### src/rtl/si5340_i2c_writer.sv
// Si5340 paged register writer with an integrated single-master I2C bit engine.
// Consumes {page, reg, data} records and inserts a page-select write whenever the page changes.
module si5340_i2c_writer #(
  parameter int unsigned CLK_FREQ  = 125_000_000,
  parameter int unsigned I2C_FREQ  = 400_000,
  parameter logic [6:0]  DEV_ADDR  = 7'h74,
  parameter int unsigned REC_WIDTH = 24
) (
  input  logic                 clk_i,
  input  logic                 arstn_i,
  input  logic [REC_WIDTH-1:0] rec_i,
  input  logic                 valid_i,
  output logic                 ready_o,
  output logic                 busy_o,
  output logic                 nack_o,
  output logic                 done_o,
  output logic                 scl_o,
  output logic                 sda_o,
  input  logic                 sda_i
);

  localparam int unsigned QUARTER = CLK_FREQ / (4 * I2C_FREQ);
  localparam int unsigned QW      = (QUARTER > 1) ? $clog2(QUARTER) : 1;
  localparam logic [QW-1:0] Q_LAST = QW'(QUARTER - 1);

  typedef enum logic [2:0] {
    S_IDLE,
    S_START,
    S_BIT,
    S_ACK,
    S_STOP,
    S_GAP
  } state_t;

  state_t          r_state;
  state_t          w_state_nx;

  logic [QW-1:0]   r_qcnt;
  logic [1:0]      r_q;
  logic [2:0]      r_bit;
  logic [1:0]      r_byte;
  logic            r_page_txn;
  logic [7:0]      r_page;
  logic [7:0]      r_reg;
  logic [7:0]      r_data;
  logic            r_ack_err;
  logic            r_cache_vld;
  logic [7:0]      r_cache_page;
  logic            r_nack;
  logic            r_ready;
  logic            r_busy;
  logic            r_done;

  logic            w_qend;
  logic            w_slot_end;
  logic            w_sample;
  logic            w_accept;
  logic            w_need_page;
  logic [7:0]      w_byte;
  logic            w_scl;
  logic            w_sda;
  logic            w_done_nx;

  assign w_qend      = (r_qcnt == Q_LAST);
  assign w_slot_end  = w_qend && (r_q == 2'd3);
  assign w_sample    = w_qend && (r_q == 2'd2);
  assign w_accept    = valid_i && r_ready;
  assign w_need_page = !r_cache_vld || (rec_i[23:16] != r_cache_page);

  // Byte 0 is always the write address; bytes 1/2 are either {0x01, page} or {reg, data}.
  always_comb begin
    w_byte = {DEV_ADDR, 1'b0};
    case (r_byte)
      2'd0:    w_byte = {DEV_ADDR, 1'b0};
      2'd1:    w_byte = r_page_txn ? 8'h01 : r_reg;
      default: w_byte = r_page_txn ? r_page : r_data;
    endcase
  end

  always_ff @(posedge clk_i) begin
    if (!arstn_i) begin
      r_state <= S_IDLE;
    end else begin
      r_state <= w_state_nx;
    end
  end

  always_comb begin
    w_state_nx = r_state;
    w_scl      = 1'b1;
    w_sda      = 1'b1;
    w_done_nx  = 1'b0;
    case (r_state)
      S_IDLE: begin
        if (w_accept) w_state_nx = S_START;
      end
      S_START: begin
        w_sda = ~r_q[1];
        if (w_slot_end) w_state_nx = S_BIT;
      end
      S_BIT: begin
        w_scl = r_q[1];
        w_sda = w_byte[r_bit];
        if (w_slot_end && (r_bit == 3'd0)) w_state_nx = S_ACK;
      end
      S_ACK: begin
        w_scl = r_q[1];
        if (w_slot_end) begin
          w_state_nx = (r_ack_err || (r_byte == 2'd2)) ? S_STOP : S_BIT;
        end
      end
      S_STOP: begin
        w_scl = (r_q != 2'd0);
        w_sda = r_q[1];
        if (w_slot_end) begin
          w_state_nx = (!r_ack_err && r_page_txn) ? S_GAP : S_IDLE;
          w_done_nx  = !r_ack_err && !r_page_txn;
        end
      end
      S_GAP: begin
        if (w_slot_end) w_state_nx = S_START;
      end
      default: w_state_nx = S_IDLE;
    endcase
  end

  always_ff @(posedge clk_i) begin
    if (!arstn_i) begin
      r_qcnt       <= '0;
      r_q          <= '0;
      r_bit        <= 3'd7;
      r_byte       <= '0;
      r_page_txn   <= 1'b0;
      r_page       <= '0;
      r_reg        <= '0;
      r_data       <= '0;
      r_ack_err    <= 1'b0;
      r_cache_vld  <= 1'b0;
      r_cache_page <= '0;
      r_nack       <= 1'b0;
      r_ready      <= 1'b0;
      r_busy       <= 1'b0;
      r_done       <= 1'b0;
    end else begin
      r_ready <= (w_state_nx == S_IDLE);
      r_busy  <= (w_state_nx != S_IDLE);
      r_done  <= w_done_nx;

      if (r_state == S_IDLE) begin
        r_qcnt <= '0;
        r_q    <= '0;
      end else if (w_qend) begin
        r_qcnt <= '0;
        r_q    <= r_q + 2'd1;
      end else begin
        r_qcnt <= r_qcnt + QW'(1);
      end

      if (r_state == S_BIT) begin
        if (w_slot_end) r_bit <= r_bit - 3'd1;
      end else begin
        r_bit <= 3'd7;
      end

      if (r_state == S_START) begin
        r_byte <= '0;
      end else if ((r_state == S_ACK) && w_slot_end) begin
        r_byte <= r_byte + 2'd1;
      end

      if (w_accept) begin
        r_page     <= rec_i[23:16];
        r_reg      <= rec_i[15:8];
        r_data     <= rec_i[7:0];
        r_page_txn <= w_need_page;
        r_ack_err  <= 1'b0;
      end

      if ((r_state == S_STOP) && w_slot_end) r_page_txn <= 1'b0;

      // A NACK forces the next record to redo its page select.
      if ((r_state == S_ACK) && w_sample) begin
        r_ack_err <= sda_i;
        if (sda_i) begin
          r_nack      <= 1'b1;
          r_cache_vld <= 1'b0;
        end else if (r_page_txn && (r_byte == 2'd2)) begin
          r_cache_vld  <= 1'b1;
          r_cache_page <= r_page;
        end
      end
    end
  end

  assign ready_o = r_ready;
  assign busy_o  = r_busy;
  assign nack_o  = r_nack;
  assign done_o  = r_done;
  assign scl_o   = w_scl;
  assign sda_o   = w_sda;

endmodule

### config.mk
export PLATFORM = sky130hd
export DESIGN_NAME = si5340_i2c_writer
export DESIGN_NICKNAME = d
export VERILOG_FILES = /design/src/rtl/si5340_i2c_writer.sv
export SDC_FILE = /design/constraint.sdc
export NUM_CORES = 1
export LEC_CHECK = 0
export ABC_AREA = 1
export BUFFER_PORTS_ARGS = -buffer_cell sky130_fd_sc_hd__buf_2
export CAP_MARGIN = 5
export CORE_MARGIN = 2
export CORE_UTILIZATION = 35
export DETAILED_ROUTE_END_ITERATION = 16
export REMOVE_ABC_BUFFERS = 1
export SYNTH_ARGS = -nofsm -noshare
export SYNTH_HDL_FRONTEND = slang
export SYNTH_SLANG_ARGS = --single-unit
export TNS_END_PERCENT = 5
### constraint.sdc
create_clock -name clk_i -period 4.8 [get_ports clk_i]
set_clock_uncertainty 0.05 [all_clocks]
set_input_delay 0.48 -clock clk_i [delete_from_list [all_inputs] [get_ports clk_i]]
set_output_delay 0.48 -clock clk_i [all_outputs]
set_load 0.01 [all_outputs]
==> results of run 1 <==
-- final cells by class --
cell class,instances,area [sq um]
fillers,796,4598
repair buffers,33,165.2
clock inverters,3,28.78
multi-input cells,289,1434
inverters,49,183.9
well taps,102,127.6
flip-flops and latches,56,1121
clock buffers,5,68.82
-- cell families (layout without fill, tap and decap cells) --
| logic type | after synthesis | count (layout) | synth area share [%] |
|---|---|---|---|
| AO/OA/AOI/OAI | 60 | 60 | 11.82 |
| XOR/XNOR | 8 | 8 | 2.498 |
| adder cells (fa/ha/maj) | 10 | 10 | 4.460 |
| buffers and inverters | 62 | 90 | 8.921 |
| flip-flops | 56 | 56 | 39.96 |
| AND/OR/NAND/NOR | 211 | 211 | 32.34 |
-- final timing paths --
kind | endpoint | slack (ps) | start
worst max-delay path | sda_o | 2130 | r_page_txn
worst min-delay path | r_data[2] | 350 | rec_i[2]
worst max register to register | r_page_txn | 2510 | ready_o
worst min register to register | nack_o | 420 | nack_o
-- routing by layer --
metal | track usage [%] | up-vias | wire length [um]
li1 | - | 1341 | -
met1 | 19.39 | 1093 | 3016
met2 | 24.10 | 42 | 2611
met3 | 2.820 | 5 | 239
met4 | 2.941 | 0 | 48
met5 | 0 | - | 0
-- Yosys cell counts, drive strengths merged, types with 2 or more instances --
cell type	instances	area [sq um]
xnor2	6	52.55
ha	10	125.1
nor3	5	36.29
clkbuf	7	26.28
xor2	2	17.52
inv	47	176.4
buf	6	40.04
dfxtp	56	1121
nor2	88	337.8
nand3	30	167.7
o21ai	32	160.2
nand2	80	312.8
a21oi	17	85.08
clkinv	2	7.510
nand4	4	25.02
o211ai	4	30.03
-- stage by stage --
stage,util (%),total power [mW],worst slack (ps),std cells
2_1_floorplan,-,0.5635,2925,394
3_3_place_gp,39.23,0.5990,2239,529
3_5_place_dp,39.23,0.6009,2191,529
4_1_cts,40.50,0.8830,2122,537
5_1_grt,40.50,0.9192,1922,537
6_report,40.50,0.8738,2126,537
-- worst min-delay path, delay by kind of cell --
kind	cells	cell delay [ps]
buffers and inverters	1	70
AND/OR/NAND/NOR	1	70
AO/OA/AOI/OAI	1	70
-- power by group --
| part | switching, mW | internal [mW] | leakage, nW | total (mW) |
|---|---|---|---|---|
| clock | 0.174 | 0.111 | 0.0511 | 0.285 |
| sequential | 0.0145 | 0.485 | 0.456 | 0.499 |
| combinational | 0.0545 | 0.0348 | 0.928 | 0.0893 |
| total | 0.244 | 0.630 | 1.44 | 0.874 |
==> out/qor.csv, run 1 <==
metric,value,unit
die_area,0.008747,sq mm
critPathLaunchType,flop,
syn_area_per_cell,6.892,sq um
h-tree-depth,2,
grt_setup_unrepaired,false,
dr.pass1.iters,4,
post_cts_buffers,0,
crit_chain,"inv_1, nand2_1, nor2_1, o21ai_0, nand2_1, nand2_1, nand3_1, nand3_1, nand2_1, buf_2",
worst_pin_slew,887.7,ps
synth_warnings,0,
cts.sinks,56,
ios,34,
clk_latency,320,ps
fp.dieW,93.53,um
numPortBuffers,33,
whs,348.1,ps
layout_common_cells,"87 x nor2_1, 77 x nand2_1, 56 x dfxtp_1",
critPathArrivalTime,2140,ps
hold_path_class,in2reg,
netlist_instances,407,
nets,472,
cpMostUsedCell,nand2_1,
worstPathMaxFanout,15,
yosys.cell_types.count,36,
finalSetupViolCount,0,
cp-end-kind,output port,
overflow,0,
final_area,0.003129,sq mm
dpl-instance-area,0.003032,sq mm
n_antenna_cell,0,
ys_seq_elements,56,
crit_path_max_incr_delay,650,ps
status,"finished, final reports clean",
cts_tree,done,
path_buf_inv,2,
cap_viol_max_count,0,
clkSlewWorstSetupHoldPaths,120,ps
ctsResizeCount,0,
synth_edf_count,0,
grt_max_degree,38,
clock.fmax,0.3740,GHz
fin_tns_setup,0,ps
syn_area,0.002805,sq mm
final-hold-violation-count,0,
num_vias,2481,
holdPathStages,3,
viasPerCell,4.620,
report.final.slew_viol_count,0,
critPathRequiredTime,4270,ps
layout_commonest_cell,nor2_1,
routed_wirelength,5.917,mm
drive_gt1_share,11.49,%
rows,32,
power.density,279.2,mW/mm^2
core,0.007727,sq mm
gp_congestion,0.8753,
cp.depth,10,
post-route-min-period,2674,ps
final.period_utilization,55.71,%
crit_type,reg2out,
initial_core_util,36.30,%
drt_iter0_markers,125,
path_delay_family,flip-flops,
wl_per_cell,11.02,um
ctsHoldBuffers,0,
route.detailed.drc,0,
root_buffer,clkbuf_8,
slew_headroom,40.68,%
hpwl,4.392,mm
die_h,93.53,um
async_flop_share,0,%
first_global_vias,2284,
ant_nets,0,
antenna_found_initial,0,
cp_slowest_cell,dfxtp_1,
reg2reg_depth,7,
vdd_drop_max,0.0001394,V
synth_flop_cell,dfxtp_1,
seq_area_frac_synth,39.96,%
grt.total_usage,14.43,%
syn_to_final_growth,11.55,%
grt_pass1_wl,10.29,mm
numCtsBuffers,5,
clock_path_buffers,2,
power.static_leakage,1.436,nW
No activity file was read; power rests on OpenSTA's default activity.
==> run 2, diff against run 1 <==
--- a/config.mk
+++ b/config.mk
@@ -5,7 +5,7 @@
 export SDC_FILE = /design/constraint.sdc
 export NUM_CORES = 1
 export LEC_CHECK = 0
-export ABC_AREA = 1
+export ABC_AREA = 0
 export BUFFER_PORTS_ARGS = -buffer_cell sky130_fd_sc_hd__buf_2
 export CAP_MARGIN = 5
 export CORE_MARGIN = 2
==> constraint.sdc (replaced) <==
create_clock -name clk_i -period 2.2 [get_ports clk_i]
set_clock_uncertainty 0.05 [all_clocks]
set_input_delay 0.22 -clock clk_i [delete_from_list [all_inputs] [get_ports clk_i]]
set_output_delay 0.22 -clock clk_i [all_outputs]
set_load 0.01 [all_outputs]
==> run 2 against run 1 <==
  * Cell area rose by 4.6%
  * The run now ends with setup timing left
  * Utilization up 1.9 points
  * Area after synthesis fell by 0.98%
  * Power is 110% higher
  * Worst hold slack worse by 260 ps
  * Combinational power grew 66%
  * Count of clock-buffer cells in the layout is the same
  * Global-route usage up 0.42 points
==> out/qor.csv, run 2 <==
metric,value,unit
power.density,555.7,mW/mm^2
synth_top_family_by_area,simple AND/OR/NAND/NOR gates,
route.detailed.drc,0,
final-hold-violation-count,0,
synth_simple_gate_area_share,23.74,%
drt_iter0_markers,70,
report.final.slew_viol_count,0,
overflow,0,
first_global_vias,2149,
cap_viol_max_count,0,
root_buffer,clkbuf_8,
synth_warnings,0,
synth.most_common_cell,nand2_1,
fillers,772,
async_flop_share,0,%
cp-end-kind,output port,
final.period_utilization,104.3,%
cts.sinks,56,
critPathArrivalTime,2020,ps
rows,32,
crit_path_max_incr_delay,370,ps
synthAdderAreaFrac,4.505,%
syn_area_per_cell,8.931,sq um
seq_area,0.001125,sq mm
power.static_leakage,1.273,nW
synth_flop_cell,dfxtp_1,
numPortBuffers,33,
grt_setup_unrepaired,true,
violations,setup timing,
critPathLaunch,r_byte[1],
synth_compound_area_share,15.32,%
syn_to_final_growth,17.84,%
critPathRequiredTime,1930,ps
synth_edf_count,0,
clkSlewWorstSetupHoldPaths,110,ps
fp.dieW,93.09,um
routed_wirelength,6.136,mm
yosysTopAreaCell,dfxtp_1,
netlist_instances,311,
crit_chain,"inv_4, ha_4, buf_6, mux2i_1, o2111ai_1, o311a_1, a311oi_2, o32ai_2, buf_2",
clock.fmax,0.4359,GHz
h-tree-depth,2,
grt_pass1_wl,10.34,mm
synth_xor_area_share,5.045,%
status,finished with violations,
wl_per_cell,13.67,um
slew_headroom,69.47,%
gp_congestion,0.7999,
viasPerCell,4.931,
post-route-min-period,2294,ps
dpl-instance-area,0.003065,sq mm
finalSetupViolCount,1,
path_delay_family,compound AO/OA/AOI/OAI gates,
initial_core_util,35.95,%
seq_area_frac_synth,40.36,%
drive_gt1_share,22.19,%
yosys-top-cells-count,"58 x nand2_1, 56 x dfxtp_1, 26 x a21boi_0, 15 x mux2i_1, 13 x clkbuf_1",
timing.final.ws_setup,-94.01,ps
die_h,93.09,um
layout_common_cells,"58 x nand2_1, 53 x dfxtp_1, 33 x buf_2",
path_buf_inv,3,
core,0.007727,sq mm
clock_path_buffers,2,
fin_tns_setup,-94.01,ps
vdd_drop_max,0.0002596,V
clk_latency,320,ps
r2r-start,r_qcnt[0],
hold_start,rec_i[7],
r2r_slack,190,ps
crit_type,reg2out,
worst_pin_slew,451.6,ps
ios,34,
grt_max_degree,35,
worstPathMaxFanout,4,
dp_cells,436,
multiInputGateArea,0.001589,sq mm
hold_path_class,in2reg,
cts_tree,done,
num_vias,2214,
grt.total_usage,14.85,%
n_antenna_cell,0,
synth_mux_area_share,6.216,%
yosysTopAreaCellShare,40.36,%
numCtsBuffers,5,
cp_slowest_cell,dfxtp_2,
yosys.cell_types.count,48,
final_cells,449,
nets,384,
syn_area,0.002778,sq mm
ant_nets,0,
hpwl,4.232,mm
dr.pass1.iters,4,
final_area,0.003273,sq mm
ys_top_cells_by_area,"dfxtp_1 40%, nand2_1 7.8%, a21boi_0 7.0%",
layout_commonest_cell,nand2_1,
antenna_found_initial,0,
ys_seq_elements,56,
critPathLaunchType,flop,
die_area,0.008665,sq mm
run 2: cell types whose count changed after synthesis, sizes merged, moves of 8 or more:
cell | before | now
xor2 | 2 | 10
nor2 | 88 | 12
nand2 | 80 | 58
a21oi | 17 | 7
nor2b | 0 | 11
nand3 | 30 | 6
o21ai | 32 | 4
inv | 47 | 11
a21boi | 1 | 26
mux2i | 0 | 15
run 2: path summary, 6_finish.rpt:
path / to / cells past startpoint
worst max register to register: ready_o / 6
worst min-delay path: r_data[7] / 3
worst max-delay path: sda_o / 9
worst min register to register: r_reg[6] / 2
run 2: metal layers:
metal | track usage [%] | vias to the layer above | part of all wire (%)
li1 | - | 1138 | -
met1 | 19.78 | 1018 | 47
met2 | 24.15 | 49 | 47
met3 | 2.740 | 9 | 4.1
met4 | 5.147 | 0 | 2.0
met5 | 0 | - | 0
run 2: where the power goes:
group          leakage, nW  internal [mW]  total [mW]  switching [mW]
registers            0.456           1.04        1.07          0.0258
clock network       0.0452          0.233       0.602           0.369
logic                0.773         0.0692       0.148          0.0788
run 2: what timing repair did:
item                                    in CTS  in global routing
pin swaps                                    5                  3
buffers inserted                             5                  0
gates resized for setup                     20                  5
endpoints found under the setup margin       1                  1
hold buffers                                 0                  0
run 2: worst reg2reg max path: stages, from the launching register on:
cell	delay, ps
dfxtp_1	380
ha_1	170
and4bb_4	300
and3_1	410
mux2i_1	170
nor4_2	320
and2_1	160
run 2: through the flow:
stage	hold WS [ps]	power (mW)	utilization (%)	setup slack (ps)
3_3_place_gp	394.3	1.237	39.67	30.60
3_5_place_dp	405.5	1.241	39.67	-23.66
6_report	85.79	1.819	42.36	-94.01
5_1_grt	67.09	1.914	42.36	-204.1
4_1_cts	82.48	1.845	42.00	-53.87
2_1_floorplan	241.8	1.158	-	237.5
run 2: final cells by class:
| class | count | area share, % |
|---|---|---|
| Clock inverter | 3 | 0.7645 |
| Multi-Input combinational cell | 224 | 48.55 |
| Tap cell | 102 | 3.899 |
| Clock buffer | 5 | 2.102 |
| Sequential cell | 56 | 34.37 |
| Inverter | 11 | 1.338 |
| Timing Repair Buffer | 48 | 8.983 |
run 2: kinds of logic (layout without fill, tap and decap cells):
logic type	after synthesis	count (layout)
AOI/OAI and AO/OA	58	58
DFF	56	56
and+or+nand+nor	124	124
muxes	16	16
xor gates and xnor gates	16	16
adders and majority gates	10	10
buffers and inverters	31	67
==> run 3, diff against run 2 <==
--- a/config.mk
+++ b/config.mk
@@ -9,8 +9,9 @@
 export BUFFER_PORTS_ARGS = -buffer_cell sky130_fd_sc_hd__buf_2
 export CAP_MARGIN = 5
 export CORE_MARGIN = 2
-export CORE_UTILIZATION = 35
+export CORE_UTILIZATION = 52
 export DETAILED_ROUTE_END_ITERATION = 16
+export PLACE_DENSITY = 0.75
 export REMOVE_ABC_BUFFERS = 1
 export SYNTH_ARGS = -nofsm -noshare
 export SYNTH_HDL_FRONTEND = slang
==> constraint.sdc (replaced) <==
create_clock -name clk_i -period 2.2 [get_ports clk_i]
set_clock_uncertainty 0.05 [all_clocks]
set_input_delay 0.11 -clock clk_i [delete_from_list [all_inputs] [get_ports clk_i]]
set_output_delay 0.11 -clock clk_i [all_outputs]
set_load 0.01 [all_outputs]
==> run 3 against run 2 <==
  * The run still ends with setup timing left
  * Count of clock-buffer cells in the layout up 1
  * Power up 5.1%
  * Wire length down 3.3%
  * Critical endpoint unchanged
==> out/qor.csv, run 3 (synthesis gave the netlist of run 2 again) <==
metric,value,unit
status,finished with violations,
violations,setup timing,
dr.pass1.iters,5,
antenna_found_initial,0,
critPathRequiredTime,2040,ps
layout_common_cells,"58 x nand2_1, 52 x dfxtp_1, 33 x buf_2",
clkSlewWorstSetupHoldPaths,100,ps
path_delay_family,multiplexers,
cp-end-kind,output port,
power,1.911,mW
r2r-start,r_qcnt[0],
ios,34,
hold_start,rec_i[16],
grt_max_degree,31,
r2r_slack,200,ps
grt.total_usage,20.53,%
crit_path_max_incr_delay,510,ps
post-route-min-period,2216,ps
worst_pin_slew,506.5,ps
critPathArrivalTime,2060,ps
critPathLaunchType,flop,
power.density,572.3,mW/mm^2
route.detailed.drc,0,
crit_type,reg2out,
holdPathStages,3,
clock_path_buffers,2,
report.final.slew_viol_count,0,
syn_to_final_growth,20.23,%
final_area,0.003339,sq mm
first_global_vias,2237,
crit_chain,"mux4_2, nor2b_1, o31ai_1, o32ai_2, buf_2",
cp_slowest_cell,mux4_2,
num_vias,2338,
worstPathMaxFanout,9,
dpl-instance-area,0.002998,sq mm
cts_tree,done,
timing.final.ws_setup,-16.46,ps
final-hold-violation-count,0,
power.static_leakage,1.322,nW
numCtsBuffers,5,
whs,4.079,ps
core,0.005140,sq mm
initial_core_util,54.04,%
fp.dieW,77.09,um
layout_commonest_cell,nand2_1,
hold_path_class,in2reg,
root_buffer,clkbuf_8,
cts.sinks,56,
ant_nets,0,
n_antenna_cell,0,
cp.depth,5,
die_h,77.09,um
wl_per_cell,13.87,um
r2r_end,ready_o,
grt_setup_unrepaired,true,
holdPathEnd,r_page[0],
nets,395,
cap_viol_max_count,0,
numPortBuffers,33,
viasPerCell,5.463,
overflow,0,
clk_latency,310,ps
gp_congestion,0.8375,
routed_wirelength,5.935,mm
hpwl,3.943,mm
vdd_drop_max,0.0004558,V
rows,26,
clock.fmax,0.4512,GHz
slew_headroom,65.76,%
h-tree-depth,2,
post-route-util,64.97,%
final.period_utilization,100.7,%
reg2reg_depth,6,
finalSetupViolCount,1,
path_buf_inv,1,
grt_pass1_wl,10.04,mm
drive_gt1_share,20.11,%
die_area,0.005942,sq mm
drt_iter0_markers,208,
-- run 3: power breakdown --
| group | switching, mW | total (mW) | internal, mW |
|---|---|---|---|
| clock network | 0.337 | 0.682 | 0.344 |
| registers | 0.0257 | 1.07 | 1.04 |
| logic | 0.0801 | 0.162 | 0.0819 |
-- run 3: worst max path at each step --
stage | from | to | slack [ps]
floorplan | r_byte[1] | sda_o | 350
detailed placement | r_byte[1] | sda_o | 50
finish | r_bit[0] | sda_o | -20
global route | r_byte[0] | sda_o | -120
global placement | r_byte[1] | sda_o | 150
CTS | r_byte[0] | sda_o | 10
-- run 3: layout make-up --
cell class | count | area, sq um
inverter | 11 | 41.29
multi-input combinational | 224 | 1574
clock inverter | 2 | 38.79
fill | 432 | 1800
sequential | 56 | 1129
clock buffer | 6 | 72.57
tap | 70 | 87.58
timing repair buffer | 59 | 396.6
-- run 3: repair_timing --
item,4_1_cts,5_1_grt
setup buffers,4,1
hold buffers,13,0
resized for setup,16,4
pin swaps,2,3
endpoints found under the setup margin,1,1
cloned,0,0
endpoints found under the hold margin,13,0
-- run 3: per-layer routing --
layer | vias to the layer above | part of all wire (%) | global-route usage, %
met5 | - | 0 | 0
met1 | 1085 | 47 | 28.31
li1 | 1161 | - | -
met2 | 72 | 46 | 32.11
met4 | 0 | 2.6 | 7.143
met3 | 20 | 5.1 | 4.118
-- run 3: worst min-delay path, delay by kind of cell --
family                 cells  cell delay [ps]
AOI/OAI and AO/OA          1               60
buffers and inverters      1              110
and+or+nand+nor            1               40
-- run 3: metrics by stage --
step	setup TNS (ps)	std cells	setup WS, ps
6_report	-16.46	428	-16.46
4_1_cts	0	427	14.71
2_1_floorplan	0	291	347.5
5_1_grt	-124.2	428	-124.2
3_5_place_dp	0	402	47.16
3_3_place_gp	0	402	145.3
